File: config.mk
export PLATFORM = sky130hd
export DESIGN_NAME = detect_arbiter_flat
export DESIGN_NICKNAME = d
export VERILOG_FILES = /design/src/rtl/detect_arbiter_if.sv /design/src/rtl/detect_arbiter.sv /design/src/flat_wrapper.sv
export SDC_FILE = /design/constraint.sdc
export NUM_CORES = 1
export LEC_CHECK = 0
export CAP_MARGIN = 40
export CORE_MARGIN = 2
export CORE_UTILIZATION = 45
export CTS_CLUSTER_SIZE = 24
export DETAILED_ROUTE_END_ITERATION = 8
export PLACE_DENSITY = 0.91
export SLEW_MARGIN = 20
export SYNTH_ARGS = -nofsm -noshare
export SYNTH_HDL_FRONTEND = slang
export SYNTH_SLANG_ARGS = --single-unit
File: constraint.sdc
create_clock -name clk -period 6.8 [get_ports clk]
set_clock_uncertainty 0.05 [all_clocks]
set_input_delay 1.7 -clock clk [delete_from_list [all_inputs] [get_ports clk]]
set_output_delay 1.7 -clock clk [all_outputs]
set_load 0.01 [all_outputs]
File: src/rtl/detect_arbiter_if.sv
// detect_arbiter_if: bundle between the Threshold bank, the arbiter and the readout side.
interface detect_arbiter_if #(
  parameter int N_CH = 4,
  parameter int TW   = 32,
  parameter int CH_W = 2
);
  logic [N_CH-1:0]    ch_valid;
  logic [TW*N_CH-1:0] ch_time;
  logic [N_CH-1:0]    ch_ack;
  logic [31:0]        timeout_cycles;
  logic               out_valid;
  logic               out_ready;
  logic [TW-1:0]      out_time;
  logic [CH_W-1:0]    out_ch;
  logic               out_dup;
  logic [N_CH-1:0]    round_mask;
  logic               round_done;
  logic               round_timeout;
  modport slave (
    input  ch_valid, ch_time, timeout_cycles, out_ready,
    output ch_ack, out_valid, out_time, out_ch, out_dup, round_mask, round_done, round_timeout
  );
  modport master (
    output ch_valid, ch_time, timeout_cycles, out_ready,
    input  ch_ack, out_valid, out_time, out_ch, out_dup, round_mask, round_done, round_timeout
  );
endinterface

File: src/rtl/detect_arbiter.sv
// detect_arbiter: round-robin collection of Threshold detections, forwarded downstream with round tracking.
module detect_arbiter #(
  parameter int N_CH = 4,
  parameter int TW   = 32,
  parameter int CH_W = 2
) (
  input logic clk,
  input logic rst,
  detect_arbiter_if.slave bus
);
  localparam logic [1:0] IDLE = 2'd0;
  localparam logic [1:0] ACK  = 2'd1;
  localparam logic [1:0] SEND = 2'd2;
  logic [1:0]      state_q, state_d;
  logic [CH_W-1:0] rr_q, rr_d, ch_q, ch_d, gnt, idx;
  logic [TW-1:0]   time_q, time_d;
  logic            dup_q, dup_d, done_q, done_d, to_q, to_d;
  logic [N_CH-1:0] mask_q, mask_d, upd;
  logic [31:0]     cnt_q, cnt_d;
  logic            hit, grant, xfer, full, to_hit;
  always_comb begin
    gnt = '0;
    hit = 1'b0;
    idx = '0;
    for (int i = N_CH - 1; i >= 0; i--) begin
      idx = CH_W'((int'(rr_q) + i) % N_CH);
      if (bus.ch_valid[idx]) begin
        hit = 1'b1;
        gnt = idx;
      end
    end
  end
  // A timeout and a completing transfer on the same edge report as completion.
  always_comb begin
    grant   = state_q == IDLE && hit;
    xfer    = state_q == SEND && bus.out_ready;
    state_d = grant ? ACK : state_q == ACK ? SEND : xfer ? IDLE : state_q;
    rr_d    = grant ? CH_W'((int'(gnt) + 1) % N_CH) : rr_q;
    ch_d    = grant ? gnt : ch_q;
    time_d  = grant ? bus.ch_time[TW*int'(gnt) +: TW] : time_q;
    dup_d   = grant ? mask_q[gnt] : dup_q;
    upd     = mask_q | (xfer ? N_CH'(1) << ch_q : '0);
    full    = &upd;
    to_hit  = bus.timeout_cycles != '0 && mask_q != '0 && cnt_q == bus.timeout_cycles;
    done_d  = full || to_hit;
    to_d    = to_hit && !full;
    mask_d  = done_d ? '0 : upd;
    cnt_d   = done_d ? '0 :
              (xfer && mask_q == '0) ? 32'd1 :
              mask_q != '0 ? (&cnt_q ? cnt_q : cnt_q + 32'd1) : '0;
  end
  always_ff @(posedge clk) begin
    if (rst) begin
      state_q <= IDLE;
      rr_q    <= '0;
      ch_q    <= '0;
      time_q  <= '0;
      dup_q   <= 1'b0;
      mask_q  <= '0;
      cnt_q   <= '0;
      done_q  <= 1'b0;
      to_q    <= 1'b0;
    end else begin
      state_q <= state_d;
      rr_q    <= rr_d;
      ch_q    <= ch_d;
      time_q  <= time_d;
      dup_q   <= dup_d;
      mask_q  <= mask_d;
      cnt_q   <= cnt_d;
      done_q  <= done_d;
      to_q    <= to_d;
    end
  end
  assign bus.ch_ack        = state_q == ACK ? N_CH'(1) << ch_q : '0;
  assign bus.out_valid     = state_q == SEND;
  assign bus.out_time      = time_q;
  assign bus.out_ch        = ch_q;
  assign bus.out_dup       = dup_q;
  assign bus.round_mask    = mask_q;
  assign bus.round_done    = done_q;
  assign bus.round_timeout = to_q;
endmodule
File: src/flat_wrapper.sv
// flat-port wrapper written by rule: the top's interface ports become plain ports
module detect_arbiter_flat 
#(
  parameter int N_CH = 4,
  parameter int TW   = 32,
  parameter int CH_W = 2
)
  (clk, rst, bus_ch_valid, bus_ch_time, bus_timeout_cycles, bus_out_ready, bus_ch_ack, bus_out_valid, bus_out_time, bus_out_ch, bus_out_dup, bus_round_mask, bus_round_done, bus_round_timeout);
  detect_arbiter_if #(.N_CH(N_CH), .TW(TW), .CH_W(CH_W)) bus_i ();
  input logic clk;
  input logic rst;
  input wire logic [$bits(bus_i.ch_valid)-1:0] bus_ch_valid;
  input wire logic [$bits(bus_i.ch_time)-1:0] bus_ch_time;
  input wire logic [$bits(bus_i.timeout_cycles)-1:0] bus_timeout_cycles;
  input wire logic [$bits(bus_i.out_ready)-1:0] bus_out_ready;
  output wire logic [$bits(bus_i.ch_ack)-1:0] bus_ch_ack;
  output wire logic [$bits(bus_i.out_valid)-1:0] bus_out_valid;
  output wire logic [$bits(bus_i.out_time)-1:0] bus_out_time;
  output wire logic [$bits(bus_i.out_ch)-1:0] bus_out_ch;
  output wire logic [$bits(bus_i.out_dup)-1:0] bus_out_dup;
  output wire logic [$bits(bus_i.round_mask)-1:0] bus_round_mask;
  output wire logic [$bits(bus_i.round_done)-1:0] bus_round_done;
  output wire logic [$bits(bus_i.round_timeout)-1:0] bus_round_timeout;
  assign bus_i.ch_valid = bus_ch_valid;
  assign bus_i.ch_time = bus_ch_time;
  assign bus_i.timeout_cycles = bus_timeout_cycles;
  assign bus_i.out_ready = bus_out_ready;
  assign bus_ch_ack = bus_i.ch_ack;
  assign bus_out_valid = bus_i.out_valid;
  assign bus_out_time = bus_i.out_time;
  assign bus_out_ch = bus_i.out_ch;
  assign bus_out_dup = bus_i.out_dup;
  assign bus_round_mask = bus_i.round_mask;
  assign bus_round_done = bus_i.round_done;
  assign bus_round_timeout = bus_i.round_timeout;
  detect_arbiter #(.N_CH(N_CH), .TW(TW), .CH_W(CH_W)) u_core (.clk(clk), .rst(rst), .bus(bus_i));
endmodule
==> metrics.txt, run 1 <==
library cells used by synthesis 45; outcome complete, no violations; Die Span Y 104.6 µm; buffers added on ports approximately 210; final setup margin approximately 2.8 ns; Filler cells about 710; CP Data Required Time roughly 7 ns; Setup TNS 0 ns; All-Layer GR Usage 0.3100; Seq. cell area 1541 µm²; top-area cell type share of the netlist area 0.3385; First-pass DRT Iterations 5; final std cells w/o fill around 800; Clk pwr share 0.280; leak pwr approximately 2.4 nW; xor/xnor share of the synthesized area 0.08077; Hold Path Stages 1; hold buffers post-CTS 0; delay-heaviest family, CP buffers and inverters; sw frac 0.2789; Synth Area in Simple Gates 0.1942; Synth Area in Adders 0.002747; ANT nets after route 0; Clk Latency, worst-skew pair 0.35 ns; met2 GRT Util 0.5504; Mapped Cells 437; P&R area growth vs syn 54.95%; fraction of registers with async set/reset 0; Slew HR 0.4896; Longest Clk Path Bufs 2; Ys Warns 0; Psw 372.5 µW; number of synthesized flops with an enable pin 0; CTS tree done; hold endpoint u_core.bus.out_time[14]$_SDFFE_PP0P_; period utilization 0.5924; combinational share of power 0.330; most common cell after layout, fill and taps aside clkdlybuf4s50_1; first-pass GRT wire length 26700 µm; CTS H-Tree Depth 3; global route overflow 0; Worst path depth 7; Vias 4753; cell taking the most area after synthesis dfxtp_1; initial antenna violation count 0; # DRC 0; syn_nets 605; Sequential Power Share 0.390; CP Capture Type flop; largest net degree at the start of global routing 34; placed cell count 763; post-synthesis mux area share 0.1742; flop2flop setup slack 4.07 ns; CTS resizes 0; Site Rows 36; top_reg_cell synth dfxtp_1; RSZ-0062 raised after global routing false; total wire length 17230 µm; fin nets 811; root buffer cell clkbuf_8; Avg Cell Area, Syn 10.42 µm²; WP buf/inv 3; Reg2Reg Launch Point u_core.cnt_q[0]$_SDFFE_PP0P_; Via density roughly 6; worst setup path class in2reg; CTS clock-pin slew for the worst setup and hold paths 0.08 ns; largest family of logic cells by synthesized area simple AND/OR/NAND/NOR gates; Pins Over Slew Limit 0; Num CTS Buffers 9; sequential fraction of the synthesis area 0.3385; CTS Sinks between 70 and 80; Post-CTS Setup Inserts 0; worst path arrival time approximately 4.2 ns; max frequency 248.2 MHz; Int Pwr approximately 960 µW; Initial Util 0.4638; RePlAce Congestion 0.9295; Cell Pwr Density around 190 nW/µm²; hold path start u_core.bus.out_time[14]$_SDFFE_PP0P_; Hold Path Class reg2reg; CP Launch Type input pin; minimum clock period 4.028 ns; met1 usage 0.3415; core area 9819 µm²; Iteration-0 DRC Markers 328; DP Wirelength 13600 µm; met3 global-route usage 0.09170; post-synthesis compound-gate area fraction 0.1769; layout cell share with drive strength beyond 1 0.1223; cells on worst reg2reg path 6; CP peak stage delay 0.55 ns; Crit-path slowest cell mux4_2; max-cap violations 0; vias in the first global route 4876; top cells by area, synth dfxtp_1 (34%), mux4_2 (16%), a22o_1 (6.3%); Most Used Layer, Global Route met2; Reg-to-Reg End u_core.cnt_q[10]$_SDFFE_PP0P_; ant diodes 0; Worst Max-Slew Pin Slew 0.7585 ns; DIE AREA 10940 µm²; crit-path max FO 17; Hold Vio Cnt, Final 0; I/O Pins 213; Die X 104.6 µm; Setup WS pre-CTS 2.222 ns; VDD IR-drop max 0.1244 mV; Cell Area, Synth 4554 µm²; Finish-stage setup viols 0; Finished Core Util 0.7187; synthesized flop and latch total just under 80; wire length per cell about 22 µm; critical path cell sequence clkdlybuf4s50_1, a21oi_1, a2bb2oi_4, buf_8, buf_4, mux4_2, a22o_1; Hold WS roughly 0.44 ns; area of the multi-input gates 2899 µm²; commonest non-fill, non-tap cells in the layout clkdlybuf4s50_1 (212), dfxtp_1 (77), mux4_2 (33), a22o_1 (33), xor2_1 (32)
## state kept, by name, summed over array words and instances, names as in the netlist
| name | flops |
|---|---|
| u_core.bus.out_time | 32 |
| u_core.cnt_q | 32 |
| u_core.bus.round_mask | 4 |
| u_core.bus.out_ch | 2 |
| u_core.rr_q | 2 |
| u_core.state_q | 2 |
| u_core.bus.out_dup | 1 |
| u_core.bus.round_done | 1 |
| u_core.bus.round_timeout | 1 |
## worst register-to-register path: stages, from the launching register on
cell	delay (ns)
dfxtp_1	0.47
ha_1	0.37
nand4_4	0.20
or4_1	0.77
o311ai_4	0.46
o21ai_1	0.12
a211oi_2	0.20
## cell type report
cell class              count  share of cell area
clock buffers               9             0.01755
clock inverters             5             0.01099
inverters                   6            0.003191
multi-input cells         325              0.4108
flip-flops and latches     77              0.2184
well taps                 133             0.02358
repair buffers            224              0.3154
## per-stage QoR
step	area (µm²)	total power, mW
final	7057	1.336
after CTS	7037	1.334
after global routing	7057	1.383
after floorplan	4554	0.7303
after global placement	6804	0.9435
after detailed placement	6835	0.9645
## cell usage after synthesis (14+ instances only)
cell / number
a211oi_1: 15
xor2_1: 32
buf_2: 14
nand2_1: 15
mux4_2: 33
a22o_1: 33
nor2_1: 16
dfxtp_1: 77
nand3_1: 15
nor3_1: 21
clkbuf_1: 15
nor4_1: 19
## cells by family after synthesis
kind of cell	Yosys count
adder cells (fa/ha/maj)	1
multiplexers	38
flip-flops	77
buffers and inverters	35
XOR/XNOR	42
AO/OA/AOI/OAI	98
AND/OR/NAND/NOR	146
## worst max path at each step
| stage | startpoint | end | slack [ns] |
|---|---|---|---|
| floorplan | bus_ch_valid[0] | u_core.bus.out_time[10]$_SDFFE_PP0P_ | 3.34 |
| global placement | bus_ch_valid[1] | u_core.bus.out_time[26]$_SDFFE_PP0P_ | 2.36 |
| detailed placement | bus_ch_valid[1] | u_core.bus.out_time[24]$_SDFFE_PP0P_ | 2.22 |
| CTS | bus_ch_valid[1] | u_core.bus.out_time[24]$_SDFFE_PP0P_ | 2.56 |
| global route | bus_ch_valid[1] | u_core.bus.out_time[22]$_SDFFE_PP0P_ | 2.63 |
| finish | bus_ch_valid[1] | u_core.bus.out_time[24]$_SDFFE_PP0P_ | 2.77 |
## layer usage
metal	wire (µm)	part of all wire	up-vias
li1	-	-	2149
met1	6272	0.36	2311
met2	8784	0.51	242
met3	1381	0.080	51
met4	791	0.046	0
met5	0	0	-
## power groups by stage
stage / clock (mW) / combinational (mW) / sequential, mW
6_report: 0.374 / 0.441 / 0.521
3_3_place_gp: 0 / 0.416 / 0.528
5_1_grt: 0.397 / 0.461 / 0.525
2_1_floorplan: 0 / 0.193 / 0.537
4_1_cts: 0.376 / 0.437 / 0.520
3_5_place_dp: 0 / 0.434 / 0.531
(Power assumes the default switching activity.)
==> run 2: changes to the inputs <==
--- a/config.mk
+++ b/config.mk
@@ -7,10 +7,10 @@
 export LEC_CHECK = 0
 export CAP_MARGIN = 40
 export CORE_MARGIN = 2
-export CORE_UTILIZATION = 45
+export CORE_UTILIZATION = 42
 export CTS_CLUSTER_SIZE = 24
 export DETAILED_ROUTE_END_ITERATION = 8
-export PLACE_DENSITY = 0.91
+export PLACE_DENSITY = 0.86
 export SLEW_MARGIN = 20
 export SYNTH_ARGS = -nofsm -noshare
 export SYNTH_HDL_FRONTEND = slang
==> constraint.sdc (replaced) <==
create_clock -name clk -period 4.2 [get_ports clk]
set_clock_uncertainty 0.05 [all_clocks]
set_input_delay 1.05 -clock clk [delete_from_list [all_inputs] [get_ports clk]]
set_output_delay 1.05 -clock clk [all_outputs]
set_load 0.01 [all_outputs]
==> metrics.txt, run 2 (same netlist as run 1, synthesis figures left out) <==
outcome complete, no violations; First-pass DRT Iterations 5; Crit-path slowest cell clkdlybuf4s50_1; Cell Pwr Density 303.0 nW/µm²; Pins Over Slew Limit 0; CP Capture Point bus_ch_ack[0]; Worst path depth 3; Post-CTS Setup Inserts 0; layout cell share with drive strength beyond 1 0.1196; Reg-to-Reg End u_core.cnt_q[15]$_SDFFE_PP0P_; CP peak stage delay 0.59 ns; Vias about 4700; total power draw 2.131 mW; largest net degree at the start of global routing 37; delay-heaviest family, CP buffers and inverters; Site Rows 38; total wire length 16370 µm; Hold WS about 0.43 ns; CTS clock-pin slew for the worst setup and hold paths 0.09 ns; Die Span Y 108.1 µm; first-pass GRT wire length 24980 µm; Via density about 6; Hold Vio Cnt, Final 0; root buffer cell clkbuf_8; critical path cell sequence nor2b_1, nor3b_1, clkdlybuf4s50_1; fin nets just over 800; leak pwr 2.402 nW; Worst Max-Slew Pin Slew between 0.8 and 0.9 ns; I/O Pins between 200 and 250; ANT nets after route 0; CTS tree done; DP Wirelength between 10000 and 15000 µm; Longest Clk Path Bufs 2; Finish-stage setup viols 0; CTS resizes 0; Reg2Reg Launch Point u_core.cnt_q[14]$_SDFFE_PP0P_; Setup WS pre-CTS roughly 0.86 ns; RSZ-0062 raised after global routing false; worst setup path class reg2out; wire length per cell 20.87 µm; most common cell after layout, fill and taps aside clkdlybuf4s50_1; crit-path max FO 9; Initial Util 0.4257; ant diodes 0; initial antenna violation count 0; RePlAce Congestion 0.9340; Setup TNS 0 ns; vias in the first global route 4723; Seq. cell area 1541 µm²; P&R area growth vs syn 54.45%; CP Data Required Time 3.10 ns; buffers added on ports 212; CP Launch Type flop; max-cap violations 0; worst path arrival time 1.94 ns; global route overflow 0; Slew HR 0.4314; flop2flop setup slack 1.24 ns; Die X 108.1 µm; crit path from u_core.state_q[0]$_SDFFE_PP0P_; WP buf/inv 1; minimum clock period 3.041 ns; cells on worst reg2reg path 6; CTS Sinks 77; Hold Path Class reg2reg; Iteration-0 DRC Markers 267; max frequency 328.8 MHz; period utilization 0.7242; DIE AREA 11690 µm²; CP Capture Type output pin; commonest non-fill, non-tap cells in the layout clkdlybuf4s50_1 (212), dfxtp_1 (77), mux4_2 (33), a22o_1 (33), xor2_1 (32); final setup margin between 1 and 1.5 ns; All-Layer GR Usage 0.2748; Clk Latency, worst-skew pair 0.36 ns; CTS H-Tree Depth 3; Filler cells 838; area of the multi-input gates 2899 µm²; hold buffers post-CTS 0; # DRC 0; core area around 11000 µm²; Num CTS Buffers 9; VDD IR-drop max roughly 0.18 mV
[run 2: cell count changes in the layout (fill, tap and decap cells not counted)]
cell / change
clkinv_4: +1
inv_8: +1
buf_6: -1
buf_12: +1
buf_8: -2
bufinv_16: -1
clkinv_2: -2
clkinvlp_4: +1
buf_4: -2
inv_6: +2
[run 2: stage by stage]
step / std cells / instance area [µm²] / utilization
6_report: 784 / 7034 / 0.6575
5_1_grt: 784 / 7034 / 0.6575
4_1_cts: 783 / 7029 / 0.6571
3_5_place_dp: 767 / 6823 / 0.6378
3_3_place_gp: 766 / 6818 / 0.6373
2_1_floorplan: 437 / 4554 / -
[run 2: worst min path at each step]
| stage | slack, ns | cells after the start | from | to |
|---|---|---|---|---|
| after global routing | 0.44 | 1 | u_core.bus.out_time[0]$_SDFFE_PP0P_ | u_core.bus.out_time[0]$_SDFFE_PP0P_ |
| after detailed placement | 0.41 | 1 | u_core.bus.out_time[0]$_SDFFE_PP0P_ | u_core.bus.out_time[0]$_SDFFE_PP0P_ |
| after floorplan | 0.43 | 2 | u_core.cnt_q[29]$_SDFFE_PP0P_ | u_core.cnt_q[29]$_SDFFE_PP0P_ |
| after global placement | 0.41 | 1 | u_core.bus.out_time[11]$_SDFFE_PP0P_ | u_core.bus.out_time[11]$_SDFFE_PP0P_ |
| after CTS | 0.44 | 1 | u_core.bus.out_time[0]$_SDFFE_PP0P_ | u_core.bus.out_time[0]$_SDFFE_PP0P_ |
| final | 0.43 | 1 | u_core.bus.out_time[0]$_SDFFE_PP0P_ | u_core.bus.out_time[0]$_SDFFE_PP0P_ |
[run 2: final cells by class]
cell class,instances,share of cell area
Clock buffer,9,0.01761
Clock inverter,7,0.01174
Inverter,6,0.003202
Multi-Input combinational cell,325,0.4121
Sequential cell,77,0.2191
Tap cell,140,0.02490
Timing Repair Buffer,220,0.3113
[run 2: power by group]
part / internal (mW) / leakage [nW] / total (mW) / switching [mW]
Sequential: 0.792 / 0.628 / 0.841 / 0.0486
Clock: 0.284 / 0.0984 / 0.588 / 0.304
Combinational: 0.435 / 1.68 / 0.703 / 0.268
[run 2: worst reg2reg max path: stages (launching register included)]
cell and delay (ns):
dfxtp_1 0.53, nand3_1 0.26, or3_1 0.68, o41ai_2 0.72
clkbuf_2 0.29, o31ai_1 0.09, a211oi_1 0.24
[run 2: metal layers]
layer  vias up  part of all wire  track usage
met5         -                 0            0
met4         0             0.049       0.1410
met3        56             0.091      0.07655
met2       257              0.49       0.4605
met1      2234              0.37       0.3211
li1       2149                 -            -
